**src/rtl/host_packet_injector.sv**
```systemverilog
// Host-to-switch packet injector: Avalon-MM slave feeding three word FIFOs
// whose heads drive switch inputs 1..3 over valid/ready, with status readback.
module host_packet_injector #(
  parameter int DEPTH = 16
) (
  input  logic        clk,
  input  logic        reset,
  input  logic        chipselect,
  input  logic        read,
  input  logic        write,
  input  logic [3:0]  address,
  input  logic [31:0] writedata,
  output logic [31:0] readdata,
  output logic [31:0] input1,
  output logic [31:0] input2,
  output logic [31:0] input3,
  output logic        in_valid1,
  output logic        in_valid2,
  output logic        in_valid3,
  input  logic        in_ready1,
  input  logic        in_ready2,
  input  logic        in_ready3
);

  localparam int AW = $clog2(DEPTH);
  localparam int NP = 3;
  localparam logic [AW:0] FULLC = (AW+1)'(DEPTH);

  logic [31:0]   mem_q [NP][DEPTH];
  logic [AW:0]   cnt_q [NP];
  logic [AW:0]   cnt_d [NP];
  logic [AW-1:0] rp_q  [NP];
  logic [AW-1:0] rp_d  [NP];
  logic [AW-1:0] wp_q  [NP];
  logic [AW-1:0] wp_d  [NP];
  logic [31:0]   dlv_q [NP];
  logic [31:0]   dlv_d [NP];
  logic [2:0]    ovf_q, ovf_d;
  logic          en_q, en_d;
  logic [31:0]   rdata_q, rdata_d;

  logic [NP-1:0] vld, rdy, push, pop;
  logic [NP-1:0] wen, full, ovf_set;
  logic          wr_any, wr_ctrl, flush, wr_ovf;

  assign wr_any  = chipselect && write;
  assign wr_ctrl = wr_any && (address == 4'd0);
  assign flush   = wr_ctrl && writedata[1];
  assign wr_ovf  = wr_any && (address == 4'd11);

  assign rdy = {in_ready3, in_ready2, in_ready1};

  always_comb begin
    for (int p = 0; p < NP; p++) begin
      vld[p] = en_q && (cnt_q[p] != '0);
    end
  end

  assign in_valid1 = vld[0];
  assign in_valid2 = vld[1];
  assign in_valid3 = vld[2];
  assign input1    = mem_q[0][rp_q[0]];
  assign input2    = mem_q[1][rp_q[1]];
  assign input3    = mem_q[2][rp_q[2]];
  assign readdata  = rdata_q;

  // Flush overrides any push/pop on the same edge; a full FIFO still
  // accepts a push when its head is popped on that edge.
  always_comb begin
    for (int p = 0; p < NP; p++) begin
      push[p]    = wr_any && (address == 4'(p + 1));
      pop[p]     = vld[p] && rdy[p];
      full[p]    = (cnt_q[p] == FULLC);
      wen[p]     = 1'b0;
      ovf_set[p] = 1'b0;
      cnt_d[p]   = cnt_q[p];
      rp_d[p]    = rp_q[p];
      wp_d[p]    = wp_q[p];
      dlv_d[p]   = dlv_q[p];
      if (flush) begin
        cnt_d[p] = '0;
        rp_d[p]  = '0;
        wp_d[p]  = '0;
      end else begin
        wen[p]     = push[p] && (!full[p] || pop[p]);
        ovf_set[p] = push[p] && full[p] && !pop[p];
        if (pop[p]) begin
          rp_d[p]  = rp_q[p] + 1'b1;
          dlv_d[p] = dlv_q[p] + 32'd1;
        end
        if (wen[p]) begin
          wp_d[p] = wp_q[p] + 1'b1;
        end
        cnt_d[p] = cnt_q[p] + {{AW{1'b0}}, wen[p]}
                 - {{AW{1'b0}}, pop[p]};
      end
    end
  end

  // Clear first, then set, so a concurrent overflow wins over W1C.
  always_comb begin
    ovf_d = ovf_q;
    if (wr_ovf) begin
      ovf_d = ovf_d & ~writedata[2:0];
    end
    ovf_d = ovf_d | ovf_set;
    en_d  = wr_ctrl ? writedata[0] : en_q;
  end

  always_comb begin
    rdata_d = 32'd251;
    if (chipselect && read) begin
      unique case (address)
        4'd0:    rdata_d = {31'b0, en_q};
        4'd8:    rdata_d = 32'(cnt_q[0]);
        4'd9:    rdata_d = 32'(cnt_q[1]);
        4'd10:   rdata_d = 32'(cnt_q[2]);
        4'd11:   rdata_d = {29'b0, ovf_q};
        4'd12:   rdata_d = dlv_q[0];
        4'd13:   rdata_d = dlv_q[1];
        4'd14:   rdata_d = dlv_q[2];
        default: rdata_d = 32'd252;
      endcase
    end
  end

  always_ff @(posedge clk) begin
    if (reset) begin
      for (int p = 0; p < NP; p++) begin
        cnt_q[p] <= '0;
        rp_q[p]  <= '0;
        wp_q[p]  <= '0;
        dlv_q[p] <= '0;
      end
      ovf_q   <= '0;
      en_q    <= 1'b0;
      rdata_q <= 32'd251;
    end else begin
      for (int p = 0; p < NP; p++) begin
        cnt_q[p] <= cnt_d[p];
        rp_q[p]  <= rp_d[p];
        wp_q[p]  <= wp_d[p];
        dlv_q[p] <= dlv_d[p];
      end
      ovf_q   <= ovf_d;
      en_q    <= en_d;
      rdata_q <= rdata_d;
    end
  end

  always_ff @(posedge clk) begin
    for (int p = 0; p < NP; p++) begin
      if (wen[p] && !reset) begin
        mem_q[p][wp_q[p]] <= writedata;
      end
    end
  end

endmodule

```
**config.mk**
```make
export PLATFORM = sky130hd
export DESIGN_NAME = host_packet_injector
export DESIGN_NICKNAME = d
export VERILOG_FILES = /design/src/rtl/host_packet_injector.sv
export SDC_FILE = /design/constraint.sdc
export NUM_CORES = 2
export LEC_CHECK = 0
export ABC_AREA = 1
export CAP_MARGIN = 20
export CELL_PAD_IN_SITES_DETAIL_PLACEMENT = 1
export CELL_PAD_IN_SITES_GLOBAL_PLACEMENT = 1
export CORE_MARGIN = 4
export CORE_UTILIZATION = 25
export DETAILED_ROUTE_END_ITERATION = 7
export PLACE_DENSITY_LB_ADDON = 0.1
export SYNTH_ARGS = -nofsm -noshare
export SYNTH_HDL_FRONTEND = slang
export SYNTH_SLANG_ARGS = --single-unit
```
**constraint.sdc**
```tcl
create_clock -name clk -period 3.8 [get_ports clk]
set_input_delay 0.95 -clock clk [delete_from_list [all_inputs] [get_ports clk]]
set_output_delay 0.95 -clock clk [all_outputs]
set_load 0.01 [all_outputs]
```
; Yosys cells after proc, flatten, opt, wreduce, memory -nomap -nowiden
; Memories as Yosys holds them, arrays and structs flattened.
; Index checks and enable logic that the tools add are counted.
[totals]
in_bits = 44
output_inout_bits = 131
elab_cells = 184
mem_bits_ro = 0
mem_bits_rw = 1671
register_bits = 36
memories = 5
latch_bits = 0
[mem_list]
columns = name, words, width, read_ports, rd_ports_with_merged_regs, write_ports, line_no
row1 = mem_q, 3, 512, 3, 0, 1, 29  ; logic [31:0] mem_q [NP][DEPTH];
row2 = dlv_q, 3, 32, 3, 0, 3, 36  ; logic [31:0] dlv_q [NP];
row3 = cnt_q, 3, 5, 3, 0, 3, 30  ; logic [AW:0] cnt_q [NP];
row4 = rp_q, 3, 4, 3, 0, 3, 32  ; logic [AW-1:0] rp_q [NP];
row5 = wp_q, 3, 4, 3, 0, 3, 34  ; logic [AW-1:0] wp_q [NP];
[op_classes]
muxes = 71
add_sub_neg = 15
multipliers = 0
n_reduce_logical = 46
bitwise = 22
eq_ne = 13
order_cmp = 9
shift = 0
div = 0
[op_table]
columns = op, n
row1 = 512-bit 2-to-1 mux, 7
row2 = 512-bit OR reduction, 2
row3 = 32-bit 2-to-1 mux, 18
row4 = 32-bit binary-select mux with 4-bit select, 3
row5 = 32-bit demux with 4-bit select, 3
row6 = 32-bit case mux with 8 select lines, 1
row7 = "32-bit by 1-bit adder with 32-bit output, second input constant", 3
row8 = 4-bit 2-to-1 mux, 18
row9 = "5-bit greater-or-equal comparator, second input constant", 6
row10 = 5-bit 2-to-1 mux, 6
row11 = 4-bit inverter with 5-bit output, 6
row12 = 1-bit logical AND, 29
row13 = "4-bit == test, second input constant", 7
row14 = "4-bit by 1-bit adder with 4-bit output, second input constant", 6
row15 = 5-bit by 1-bit adder with 5-bit output, 3
row16 = "5-bit == test, second input constant", 3
row17 = "5-bit by 1-bit less-than comparator with 1-bit output, second input constant", 3
row18 = 5-bit nonzero test, 3
row19 = 5-bit by 1-bit subtractor with 5-bit output, 3
row20 = 1-bit 2-to-1 mux, 12
row21 = 1-bit OR, 12
row22 = "4-bit by 2-bit == test with 1-bit output, second input constant", 2
row23 = 1-bit zero test, 7
row24 = "4-bit by 1-bit == test with 1-bit output, second input constant", 1
row25 = 9 further kinds, 12

; Depth between registers and ports, before layout
[depth]
ltp_word = 12
depth_mapped = 16
ltp_nobuf = 16

; Worst setup path before layout
; No wires, ideal clock.
[synth_timing]
path_kind = input to register
startpoint = input port address[3]
endpoint = memory mem_q[0][1024] (netlist bit) (enable)
arrival_ps = 3144
path_buffers = 0
stages = 7
t_required_ps = 3379
setup_time_ps = 421
setup_slack_ps = 235
path_cell_list = nor2_2 nand2_2 nor2_1 nand2_2 nor2_4 nand2_2 nor2_1
[synth_between]
elab_chain_len = 10
word_cells_on_any_way = 30
classes_between = 3 x eq/ne / 13 x mux / 14 x reduce/logical
[synth_lines]
columns = element, line_no
row1 = start: declaration, 11  ; input logic [3:0] address,
row2 = 4-bit by 2-bit == test with 1-bit output or 4-bit zero test (tied branches), "71, 47"
row3 = "1-bit logical AND, on equally long branches", "71, 47"
row4 = "1-bit logical AND, on equally long branches", "85, 48"
row5 = 1-bit 2-to-1 mux, 80  ; if (flush) begin
row6 = 1-bit logical AND, 153  ; if (wen[p] && !reset) begin
row7 = 1-bit 2-to-1 mux, 153
row8 = 512-bit 2-to-1 mux (not written as such), 154  ; mem_q[p][wp_q[p]] <= writedata;
row9 = 512-bit OR reduction (no line), -
row10 = 2-bit 2-to-1 mux (no line) or 512-bit 2-to-1 mux (tied branches) (2 in a row), -
row11 = end: declaration, 29
; Several ways; a longest one is shown, not always the timed one.

==> results.json <==
{
  "outcome": "complete, no violations",
  "fill_cells": 29855,
  "synthTopCellsByCount": "edfxtp_1, nand2_1, nor2_1, o21ai_0, inv_1",
  "vias": 49340,
  "yosysMostFrequentCell": "edfxtp_1",
  "dp_hpwl_mm": 154.6,
  "yosysSeqAreaShare_pct": 70.81,
  "finalPower_mw": 40.50,
  "min_to": "mem_q[0][793]$_DFFE_PP_",
  "area_delta_synth_final_pct": 26.84,
  "dr.pass1.iters": 5,
  "reg2reg_to": "cnt_q[0][4]$_SDFF_PP0_",
  "hold_path.startpoint": "writedata[25]",
  "p_leak_nw": 30.18,
  "synth_edf_count": 1536,
  "core_area_um2": 277500,
  "netlist_top_cells_area": "edfxtp_1, dfxtp_1, nand2_1",
  "finalWorstSetupSlack_ns": 0.02769,
  "rsz0062_at_grt": "true",
  "fin_crit_sh_pct": 99.27,
  "cts-buffers-inserted": 211,
  "cts_buffer_depth": 4,
  "avgRoutedWirePerCell_um": 25.52,
  "clk_latency_ns": 0.89,
  "cts_tree": "done",
  "ys.flop_type": "edfxtp_1",
  "clock_sinks": 1707,
  "clockRootBuffer": "clkbuf_16",
  "ys_types": 38,
  "num_rows": 193,
  "synth_simple_gate_area_share_pct": 14.56,
  "synth_top_area_share_pct": 65.92,
  "grt_first_pass_wirelength_mm": 378.5,
  "drc": 0,
  "min_path_cells": 1,
  "via_per_inst": 4.728,
  "arrival_ns": 2.82,
  "worst-path-max-fanout": 7,
  "fp.dieW_um": 537.1,
  "drt-total-wl_mm": 266.3,
  "rr_worst_depth": 14,
  "r2r_start": "cnt_q[0][2]$_SDFF_PP0_",
  "h-tree-depth": 4,
  "synth-xor-area-share_pct": 0.05007,
  "crit_path_start_kind": "register",
  "grt_overflow": 0,
  "muxShareOfSynthArea_pct": 0,
  "ioPinCount": 175,
  "fin_crit_ns": 3.772,
  "cp-end-kind": "output pin",
  "grt_start_max_net_pins": 91,
  "ctsHoldBuffers": 0,
  "timing.fmax_mhz": 265.1,
  "fin_skew_ns": 0.08024,
  "die-area_um2": 288400,
  "setup_violations": 0,
  "place.gp.congestion": 0.7393,
  "hold_viol": 0,
  "yosys.area_share.adder_pct": 0.7295,
  "hp-class": "input pin to register",
  "async_reset_ff_share_pct": 0,
  "synth_compound_area_share_pct": 9.266,
  "start_util_pct": 25.22,
  "worst_slew_pin_slew_ns": 0.9255,
  "reg2reg_setup_slack_ns": 1.09,
  "portBuffers": 174,
  "groute.usage.overall_pct": 18.00,
  "preCtsSetupSlack_ns": 0.1081,
  "synth_top_family_by_area": "simple AND/OR/NAND/NOR gates",
  "syn_inst": 6031,
  "syn_nets": 6114,
  "worstSetupPathType": "register to output pin",
  "synth_seq_cells": 1707,
  "syn_area_um2": 69970,
  "fp.dieH_um": 537.1,
  "required_ns": 2.85,
  "maxSlewHeadroom_pct": 38.30,
  "ant_nets": 0,
  "nNetsFinal": 6641,
  "cap_violations": 0,
  "p_per_area_nw_per_um2": 456.3,
  "yosysTopAreaCell": "edfxtp_1",
  "drive_above_1_share_pct": 17.24,
  "yosysWarnings": 0,
  "antenna_found_initial": 20,
  "fin_util_pct": 31.99,
  "finalMaxSlewViolations": 0,
  "vdd_ir_drop_max_v": 0.0003173,
  "syn_area_per_cell_um2": 11.60,
  "cts.clk_slew.worst_paths_ns": 0.06,
  "drtIter0Drc": 3438,
  "grt_pass1_vias": 50257
}
==> kinds of logic (layout without fill, tap and decap cells) <==
group	count (synthesis)	in the layout
and+or+nand+nor	2349	2349
DFF	1707	1707
AOI/OAI and AO/OA	1160	1160
buffers and inverters	772	1462
adders and majority gates	39	39
xor gates and xnor gates	4	4
other	0	10
==> worst max path at each step <==
stage                            start                        to  slack [ns]  cells past startpoint
6_report       rp_q[0][4]$_SDFFE_PP0P_                input2[10]        0.03                      9
5_1_grt        rp_q[0][4]$_SDFFE_PP0P_                input2[11]       -0.08                      8
4_1_cts        rp_q[0][1]$_SDFFE_PP0P_                 input1[6]       -0.21                      7
3_5_place_dp   rp_q[0][0]$_SDFFE_PP0P_                input1[24]        0.11                      9
3_3_place_gp   rp_q[0][0]$_SDFFE_PP0P_                input1[24]        0.10                      9
2_1_floorplan               address[3]  mem_q[0][1024]$_DFFE_PP_        0.24                      7
==> stage by stage <==
stage                     hold slack (ns)  cell area, um2  cells  TNS (ns)
after floorplan                    0.4436           69970   6031         0
after global placement             0.4631           78660   9870         0
after detailed placement           0.4655           78660   9870         0
after CTS                          0.2970           87950  10378    -1.403
after global routing               0.3161           88730  10428   -0.6264
final                              0.3690           88750  10436         0
==> routing by layer <==
layer	vias to the layer above	track usage [%]	part of all wire [%]
met1	25444	26.46	49
li1	22699	-	-
met4	2	3.560	1.9
met2	906	28.49	45
met5	-	0	0.0049
met3	289	2.314	4.1
==> placed cells by master, fill, tap and decap left out, types with 46 or more instances in the layout <==
| cell | instances |
|---|---|
| buf_12 | 117 |
| buf_2 | 62 |
| nand4_1 | 345 |
| inv_1 | 400 |
| o211ai_1 | 205 |
| buf_6 | 63 |
| o21ai_1 | 84 |
| edfxtp_1 | 1536 |
| clkdlybuf4s50_1 | 46 |
| buf_4 | 272 |
| clkbuf_16 | 219 |
| a21oi_1 | 269 |
| nor2_4 | 57 |
| nand2_2 | 66 |
| nor2_1 | 797 |
| buf_16 | 49 |
| nand2_1 | 842 |
| o21ai_0 | 486 |
| nand3_1 | 168 |
| dfxtp_1 | 159 |
| clkbuf_1 | 57 |
==> flip-flops by register name (all words and copies together), names as in the netlist <==
register and cells:
mem_q 1536, dlv_q 96, readdata 32, cnt_q 15, rp_q 12, wp_q 12
ovf_q 3, en_q 1
==> report_power, final <==
| part | internal, mW | switching (mW) |
|---|---|---|
| registers | 20.4 | 0.00584 |
| logic | 0.109 | 0.552 |
| clock network | 11.3 | 8.09 |
| total | 31.9 | 8.65 |
==> cell type report <==
class / count / area (um2) / area share, %
sequential: 1707 / 49580 / 55.86
multi-input combinational: 3552 / 18170 / 20.48
timing repair buffer: 666 / 8173 / 9.208
clock buffer: 277 / 5640 / 6.355
tap: 3705 / 4636 / 5.223
inverter: 417 / 1647 / 1.855
clock inverter: 99 / 837.1 / 0.9431
timing repair inverter: 3 / 41.29 / 0.04652
antenna: 10 / 25.02 / 0.02819
==> critical path: stages (launching register included) <==
cell	delay, ns
dfxtp_4	0.37
buf_12	0.17
buf_16	0.18
buf_12	0.12
buf_16	0.12
o21ai_2	0.05
o211ai_1	0.43
nand4_1	0.24
nand2_1	0.11
buf_2	0.13
==> timing repair <==
| item | 4_1_cts | 5_1_grt |
|---|---|---|
| pin swaps | 176 | 159 |
| endpoints found under the setup margin | 96 | 85 |
| resized for setup | 621 | 192 |
| cloned | 43 | 7 |
| setup buffers | 91 | 52 |
| endpoints found under the hold margin | 0 | 0 |
Note: power is estimated with default switching activity, not from simulation.
